**src/rtl/gpu_alu_pkg.sv**
```systemverilog
// Shared types and default widths for the pipe-3 ALU dispatcher and its helpers.
package gpu_alu_pkg;

  localparam int NUM_UNITS_DEFAULT         = 4;
  localparam int CALCULATION_WIDTH_DEFAULT = 27;
  localparam int TAG_WIDTH_DEFAULT         = 4;

  typedef enum logic [1:0] {
    IDLE,
    ISSUE,
    PENDING,
    DONE
  } unit_state_t;

  typedef logic [$clog2(NUM_UNITS_DEFAULT)-1:0] unit_idx_t;

  // A single unit still needs a one-bit index.
  function automatic int idx_width(input int n);
    return (n > 1) ? $clog2(n) : 1;
  endfunction

endpackage

```
**src/rtl/unit_order_fifo.sv**
```systemverilog
// Acceptance-order FIFO of unit indices; push and pop may happen in the same cycle.
module unit_order_fifo
  import gpu_alu_pkg::*;
#(
  parameter int  DEPTH = NUM_UNITS_DEFAULT,
  parameter type idx_t = unit_idx_t
) (
  input  logic clk,
  input  logic rst,
  input  logic push,
  input  idx_t push_data,
  input  logic pop,
  output idx_t pop_data,
  output logic empty,
  output logic full
);

  localparam int PW = idx_width(DEPTH);

  idx_t          mem [DEPTH];
  logic [PW-1:0] rd_ptr;
  logic [PW-1:0] wr_ptr;
  logic [PW:0]   count;
  logic          do_push;
  logic          do_pop;

  function automatic logic [PW-1:0] next_ptr(input logic [PW-1:0] p);
    return (p == PW'(DEPTH - 1)) ? '0 : p + 1'b1;
  endfunction

  assign empty    = (count == '0);
  assign full     = (count == (PW + 1)'(DEPTH));
  assign do_pop   = pop && !empty;
  assign do_push  = push && (!full || do_pop);
  assign pop_data = mem[rd_ptr];

  always_ff @(posedge clk or negedge rst) begin
    if (!rst) begin
      rd_ptr <= '0;
      wr_ptr <= '0;
      count  <= '0;
      // NOTE: storage is reset as well so the head entry reads 0 straight out of reset.
      for (int i = 0; i < DEPTH; i++) mem[i] <= '0;
    end else begin
      if (do_push) begin
        mem[wr_ptr] <= push_data;
        wr_ptr      <= next_ptr(wr_ptr);
      end
      if (do_pop) rd_ptr <= next_ptr(rd_ptr);
      count <= count + (PW + 1)'(do_push) - (PW + 1)'(do_pop);
    end
  end

endmodule

```
**src/rtl/calculation_dispatcher.sv**
```systemverilog
// Issues pipe-2 operations to free calculation units and retires results to pipe 4
// in acceptance order.
module calculation_dispatcher
  import gpu_alu_pkg::*;
#(
  parameter int NUM_UNITS         = NUM_UNITS_DEFAULT,
  parameter int CALCULATION_WIDTH = CALCULATION_WIDTH_DEFAULT,
  parameter int TAG_WIDTH         = TAG_WIDTH_DEFAULT
) (
  input  logic                                   clk,
  input  logic                                   rst,
  input  logic                                   in_valid,
  output logic                                   in_ready,
  input  logic [CALCULATION_WIDTH-1:0]           in_data,
  input  logic [TAG_WIDTH-1:0]                   in_tag,
  output logic [NUM_UNITS-1:0]                   unit_new,
  output logic [NUM_UNITS*CALCULATION_WIDTH-1:0] unit_operand,
  input  logic [NUM_UNITS-1:0]                   unit_rdy,
  input  logic [NUM_UNITS*CALCULATION_WIDTH-1:0] unit_result,
  output logic                                   out_valid,
  input  logic                                   out_ready,
  output logic [CALCULATION_WIDTH-1:0]           out_data,
  output logic [TAG_WIDTH-1:0]                   out_tag
);

  localparam int IW = idx_width(NUM_UNITS);
  typedef logic [IW-1:0] idx_t;

  unit_state_t                  state_q   [NUM_UNITS];
  unit_state_t                  state_d   [NUM_UNITS];
  logic [CALCULATION_WIDTH-1:0] operand_q [NUM_UNITS];
  logic [CALCULATION_WIDTH-1:0] hold_q    [NUM_UNITS];
  logic [TAG_WIDTH-1:0]         tag_q     [NUM_UNITS];
  logic [NUM_UNITS-1:0]         free;
  logic [NUM_UNITS-1:0]         new_q;
  idx_t                         rr_ptr;
  idx_t                         sel;
  idx_t                         head;
  logic                         accept;
  logic                         retire;
  logic                         fifo_empty;
  logic                         fifo_full;

  // First free unit at or after ptr, wrapping; later iterations win so the lowest offset is kept.
  function automatic idx_t pick_unit(input logic [NUM_UNITS-1:0] f, input idx_t ptr);
    idx_t r;
    r = ptr;
    for (int i = NUM_UNITS - 1; i >= 0; i--) begin
      if (f[(int'(ptr) + i) % NUM_UNITS]) r = idx_t'((int'(ptr) + i) % NUM_UNITS);
    end
    return r;
  endfunction

  always_comb begin
    free = '0;
    for (int k = 0; k < NUM_UNITS; k++) free[k] = (state_q[k] == IDLE) && unit_rdy[k];
  end

  assign in_ready  = |free;
  assign accept    = in_valid && in_ready;
  assign sel       = pick_unit(free, rr_ptr);
  assign out_valid = !fifo_empty && (state_q[head] == DONE);
  assign retire    = out_valid && out_ready;
  assign out_data  = hold_q[head];
  assign out_tag   = tag_q[head];
  assign unit_new  = new_q;

  always_comb begin
    for (int k = 0; k < NUM_UNITS; k++) begin
      // NOTE: hold-by-default assignment first keeps every path assigned, so no latch is inferred.
      state_d[k] = state_q[k];
      case (state_q[k])
        IDLE:    if (accept && sel == idx_t'(k)) state_d[k] = ISSUE;
        ISSUE:   state_d[k] = PENDING;
        PENDING: if (unit_rdy[k]) state_d[k] = DONE;
        DONE:    if (retire && head == idx_t'(k)) state_d[k] = IDLE;
        default: state_d[k] = IDLE;
      endcase
    end
  end

  always_ff @(posedge clk or negedge rst) begin
    if (!rst) begin
      for (int k = 0; k < NUM_UNITS; k++) state_q[k] <= IDLE;
    end else begin
      // NOTE: non-blocking updates so all flops sample pre-edge values regardless of statement order.
      for (int k = 0; k < NUM_UNITS; k++) state_q[k] <= state_d[k];
    end
  end

  always_ff @(posedge clk or negedge rst) begin
    if (!rst) begin
      rr_ptr <= '0;
      new_q  <= '0;
      for (int k = 0; k < NUM_UNITS; k++) begin
        operand_q[k] <= '0;
        hold_q[k]    <= '0;
        tag_q[k]     <= '0;
      end
    end else begin
      if (accept) rr_ptr <= (sel == idx_t'(NUM_UNITS - 1)) ? '0 : sel + 1'b1;
      for (int k = 0; k < NUM_UNITS; k++) begin
        new_q[k] <= accept && (sel == idx_t'(k));
        if (accept && sel == idx_t'(k)) begin
          operand_q[k] <= in_data;
          tag_q[k]     <= in_tag;
        end
        if (state_q[k] == PENDING && unit_rdy[k])
          hold_q[k] <= unit_result[k*CALCULATION_WIDTH +: CALCULATION_WIDTH];
      end
    end
  end

  always_comb begin
    unit_operand = '0;
    for (int k = 0; k < NUM_UNITS; k++)
      unit_operand[k*CALCULATION_WIDTH +: CALCULATION_WIDTH] = operand_q[k];
  end

  unit_order_fifo #(
    .DEPTH (NUM_UNITS),
    .idx_t (idx_t)
  ) u_order_fifo (
    .clk       (clk),
    .rst       (rst),
    .push      (accept),
    .push_data (sel),
    .pop       (retire),
    .pop_data  (head),
    .empty     (fifo_empty),
    .full      (fifo_full)
  );

  // Every FIFO entry owns a non-IDLE unit, so a full FIFO means nothing is free to accept.
  assert property (@(posedge clk) disable iff (!rst) !(accept && fifo_full && !retire));

endmodule

```
**config.mk**
```make
export PLATFORM = sky130hd
export DESIGN_NAME = calculation_dispatcher
export DESIGN_NICKNAME = d
export VERILOG_FILES = /design/src/rtl/gpu_alu_pkg.sv /design/src/rtl/unit_order_fifo.sv /design/src/rtl/calculation_dispatcher.sv
export SDC_FILE = /design/constraint.sdc
export NUM_CORES = 1
export LEC_CHECK = 0
export BUFFER_PORTS_ARGS = -buffer_cell sky130_fd_sc_hd__buf_2
export CORE_MARGIN = 1.5
export CORE_UTILIZATION = 48
export DETAILED_ROUTE_END_ITERATION = 16
export MAX_ROUTING_LAYER = met4
export PLACE_DENSITY_LB_ADDON = 0.2
export SETUP_SLACK_MARGIN = 0.1
export SYNTH_ARGS = -nofsm -noshare
export SYNTH_HDL_FRONTEND = slang
export SYNTH_SLANG_ARGS = --single-unit
export TNS_END_PERCENT = 30
```
**constraint.sdc**
```tcl
create_clock -name clk -period 4 [get_ports clk]
set_input_delay 0.4 -clock clk [delete_from_list [all_inputs] [get_ports clk]]
set_output_delay 0.4 -clock clk [all_outputs]
set_load 0.03 [all_outputs]
```
==> results by group <==
Outcome
  • Status: completed

Logic synthesis
  • Post-synth EDFFs: 0
  • Syn nets: 880
  • Synth Warn #: 0
  • Post-synth top flop: dfrtp_1
  • Yosys cell types: 35
  • Synthesized flop and latch total: approximately 260
  • Area leader, netlist: dfrtp_1
  • Syn avg cell area: 15.8 µm²
  • Post-synthesis sequential area ratio: around 60%
  • Cells after Synth: a little over 700
  • Post-Syn Area: 11,100 µm²
  • Top-area cell type share of the netlist area: 58.7%
  • Synth area leaders: dfrtp_1, mux2_2, mux4_2
  • Async SR Flop Fraction: 100%

Final layout
  • Number of fill cells: 1,769
  • Nets: around 1,200
  • Most frequent cells in the layout: buf_2, dfrtp_1, mux2_2
  • Area growth, synth to finish: 25.3%
  • Core Util, Final: slightly above 60%
  • Most common cell after layout, fill and taps aside: buf_2
  • Layout cells sized above 1: 61.4%

GRT
  • Global-route wire length before repair: 39,700 µm
  • Initial antenna violation count: 2
  • Grt total ovfl: 0
  • Largest net degree at the start of global routing: 100
  • Vias in the first global route: 7,587
  • Total GRT Usage: a little over a fifth

Placed design
  • Final HPWL DP: ~17,000 µm
  • Number of buffers added on ports: a little under 300
  • RePlAce Congestion: ~0.76
  • Pre-CTS WS: 1.01 ns

Timing
  • Final setup margin: 0.769 ns
  • Post-layout min period: about 3.2 ns
  • Final Cycle Share: around four fifths
  • Final setup fails: 0
  • Worst-margin pin slew: just under 0.8 ns
  • Max Transition Viols Final: 0
  • RSZ-0062 raised after global routing: no
  • Setup_tns: 0 ns
  • Max_slew headroom: between 40 and 50%
  • Final Hold Viols: 0
  • Post-Route Skew: approximately 0.017 ns
  • Fmax: slightly above 0.3 GHz

Critical path
  • Worst-path cell chain: mux4_2 > buf_4 > mux4_2 > buf_2
  • CP max stage delay: 0.59 ns
  • Critical path class: reg -> out
  • WP data arrival: 2.83 ns
  • Most frequent CP cell: mux4_2
  • Startpoint Class: flop
  • Critical-path top delay cell: mux4_2
  • Crit path required time: between 3 and 4 ns
  • Crit-path max FO: 32
  • CP Capture Type: output port

Clock network
  • H-Tree Level Count: 1
  • Inserted Clock Buffers: 28
  • Clock Tree Buf Depth: 3
  • Clock Sinks: approximately 260
  • Worst-Skew Late Latency: roughly 0.54 ns
  • CTS tree: built
  • Root Buffer: clkbuf_16
  • CTS clock-pin slew for the worst setup and hold paths: roughly 0.060 ns

Power and ir drop
  • Total chip power: 14.7 mW
  • Psw: slightly above 6 mW
  • P_int: roughly 8.7 mW
  • VDD IR max: approximately 0.57 mV
  • Sw frac: 41.0%
  • Pwr/cell area: roughly 1100 nW/µm²
  • Logic gate share of total power: between 50% and 60%
  • Part of the power in registers: around a third
  • Static Leak: approximately 6.7 nW
  • Clock share of power: between 10% and 20%

Drt
  • Final ANT Viol Nets: 0
  • 1st-pass router iterations: 5
  • Drt drc: 0
  • DR iter-0 viols: ~200
  • DRT Wirelength: 25,400 µm
  • Vias: approximately 6,900
  • DR vias/cell: 5.24
  • Routed wire length per instance: 19.2 µm

Floorplan
  • Rows: 55
  • Chip width: around 160 µm
  • Core ar.: between 20,000 and 25,000 µm²
  • Die area: between 20,000 and 25,000 µm²
  • Die span in y: roughly 160 µm
  • Starting Density: between 40% and 50%
  • Ports: ~290

Flow run
  • Maxcap violations: 0

Min path
  • HP Class: in -> reg
## what timing repair did
| action | CTS | global route |
|---|---|---|
| hold buffers | 1 | 0 |
| setup buffers | 0 | 0 |
| hold endpoints to repair | 95 | 0 |
| resized for setup | 0 | 0 |
## per-stage QoR
stage          cell area (µm²)  cells  hold WS (ns)
4_1_cts                  13900   1322        0.0756
2_1_floorplan            11100    705         0.104
6_report                 13900   1324        0.0969
5_1_grt                  13900   1324        0.0789
3_5_place_dp             13000   1269         0.474
3_3_place_gp             13000   1269         0.470
## cells by family after synthesis
logic type      Yosys count  share of synthesized area, %
mux                     292                          32.8
fa+ha+maj                28                          3.22
flops                   261                          58.7
simple gates             51                          2.01
xor+xnor                  2                         0.157
buf+inv                  54                          1.93
compound gates           17                          1.18
## layer usage
metal	part of all wire [%]	track usage, %	wire length, µm	vias to the layer above
met2	48	35.9	12300	261
met3	7.7	5.29	1950	33
met4	1.8	5.26	448	0
li1	-	-	-	3167
met1	42	27.1	10700	3481
met5	0	-	0	-
## flip-flops by register name, indices dropped and copies added, names as in the netlist
name,count
u_order_fifo.count,3
hold_q,108
state_q,8
unit_operand,108
u_order_fifo.wr_ptr,2
unit_new,4
tag_q,16
u_order_fifo.rd_ptr,2
u_order_fifo.mem,8
rr_ptr,2
## power by group through the flow
stage / Sequential (mW) / Clock, mW / Combinational (mW)
floorplan: 5.71 / 0 / 4.50
finish: 4.70 / 2.59 / 7.46
detailed placement: 4.73 / 0 / 7.55
global placement: 4.67 / 0 / 7.44
CTS: 4.70 / 2.66 / 7.56
global route: 4.87 / 2.76 / 7.94
## critical path: cells and delay by family (launching register included)
kind / cells / cell delay (ns)
flops: 1 / 0.46
buf+inv: 2 / 0.79
mux: 2 / 1.04
## cell usage after synthesis (2+ instances only)
| master | n |
|---|---|
| nand3_1 | 2 |
| o22ai_1 | 2 |
| dfrtp_1 | 261 |
| nor2b_1 | 2 |
| mux4_2 | 32 |
| nand2_1 | 22 |
| mux2i_1 | 9 |
| a222oi_1 | 3 |
| and2_1 | 2 |
| nand4_1 | 4 |
| mux2_1 | 8 |
| buf_1 | 12 |
| nor2_1 | 16 |
| buf_2 | 4 |
| o21ai_0 | 4 |
| ha_1 | 27 |
| mux2_2 | 242 |
| inv_1 | 25 |
| clkbuf_1 | 12 |
## cell type report
| type | count | area, µm² | share of cell area, % |
|---|---|---|---|
| Timing Repair Buffer | 309 | 1630 | 11.7 |
| Tap cell | 285 | 357 | 2.56 |
| Multi-Input combinational cell | 390 | 4390 | 31.5 |
| Clock buffer | 37 | 806 | 5.78 |
| Inverter | 25 | 93.8 | 0.673 |
| Antenna cell | 2 | 5.00 | 0.0359 |
| Sequential cell | 261 | 6530 | 46.8 |
| Clock inverter | 15 | 131 | 0.942 |
## path summary, 6_finish.rpt
kind | from | to | slack (ns) | depth (start not counted)
max reg2reg | u_order_fifo.rd_ptr[0]$_DFFE_PN0P_ | u_order_fifo.count[2]$_DFF_PN0_ | 1.00 | 8
min | unit_result[7] | hold_q[88]$_DFFE_PN0P_ | 0.1 | 2
min reg2reg | unit_operand[75]$_DFFE_PN0P_ | unit_operand[75]$_DFFE_PN0P_ | 0.50 | 1
max | u_order_fifo.rd_ptr[0]$_DFFE_PN0P_ | out_data[25] | 0.77 | 4
min in group asynchronous | rst | hold_q[92]$_DFFE_PN0P_ | 0.44 | 2
max in group asynchronous | rst | unit_operand[97]$_DFFE_PN0P_ | 2.48 | 3
Note: power is estimated with default switching activity, not from simulation.
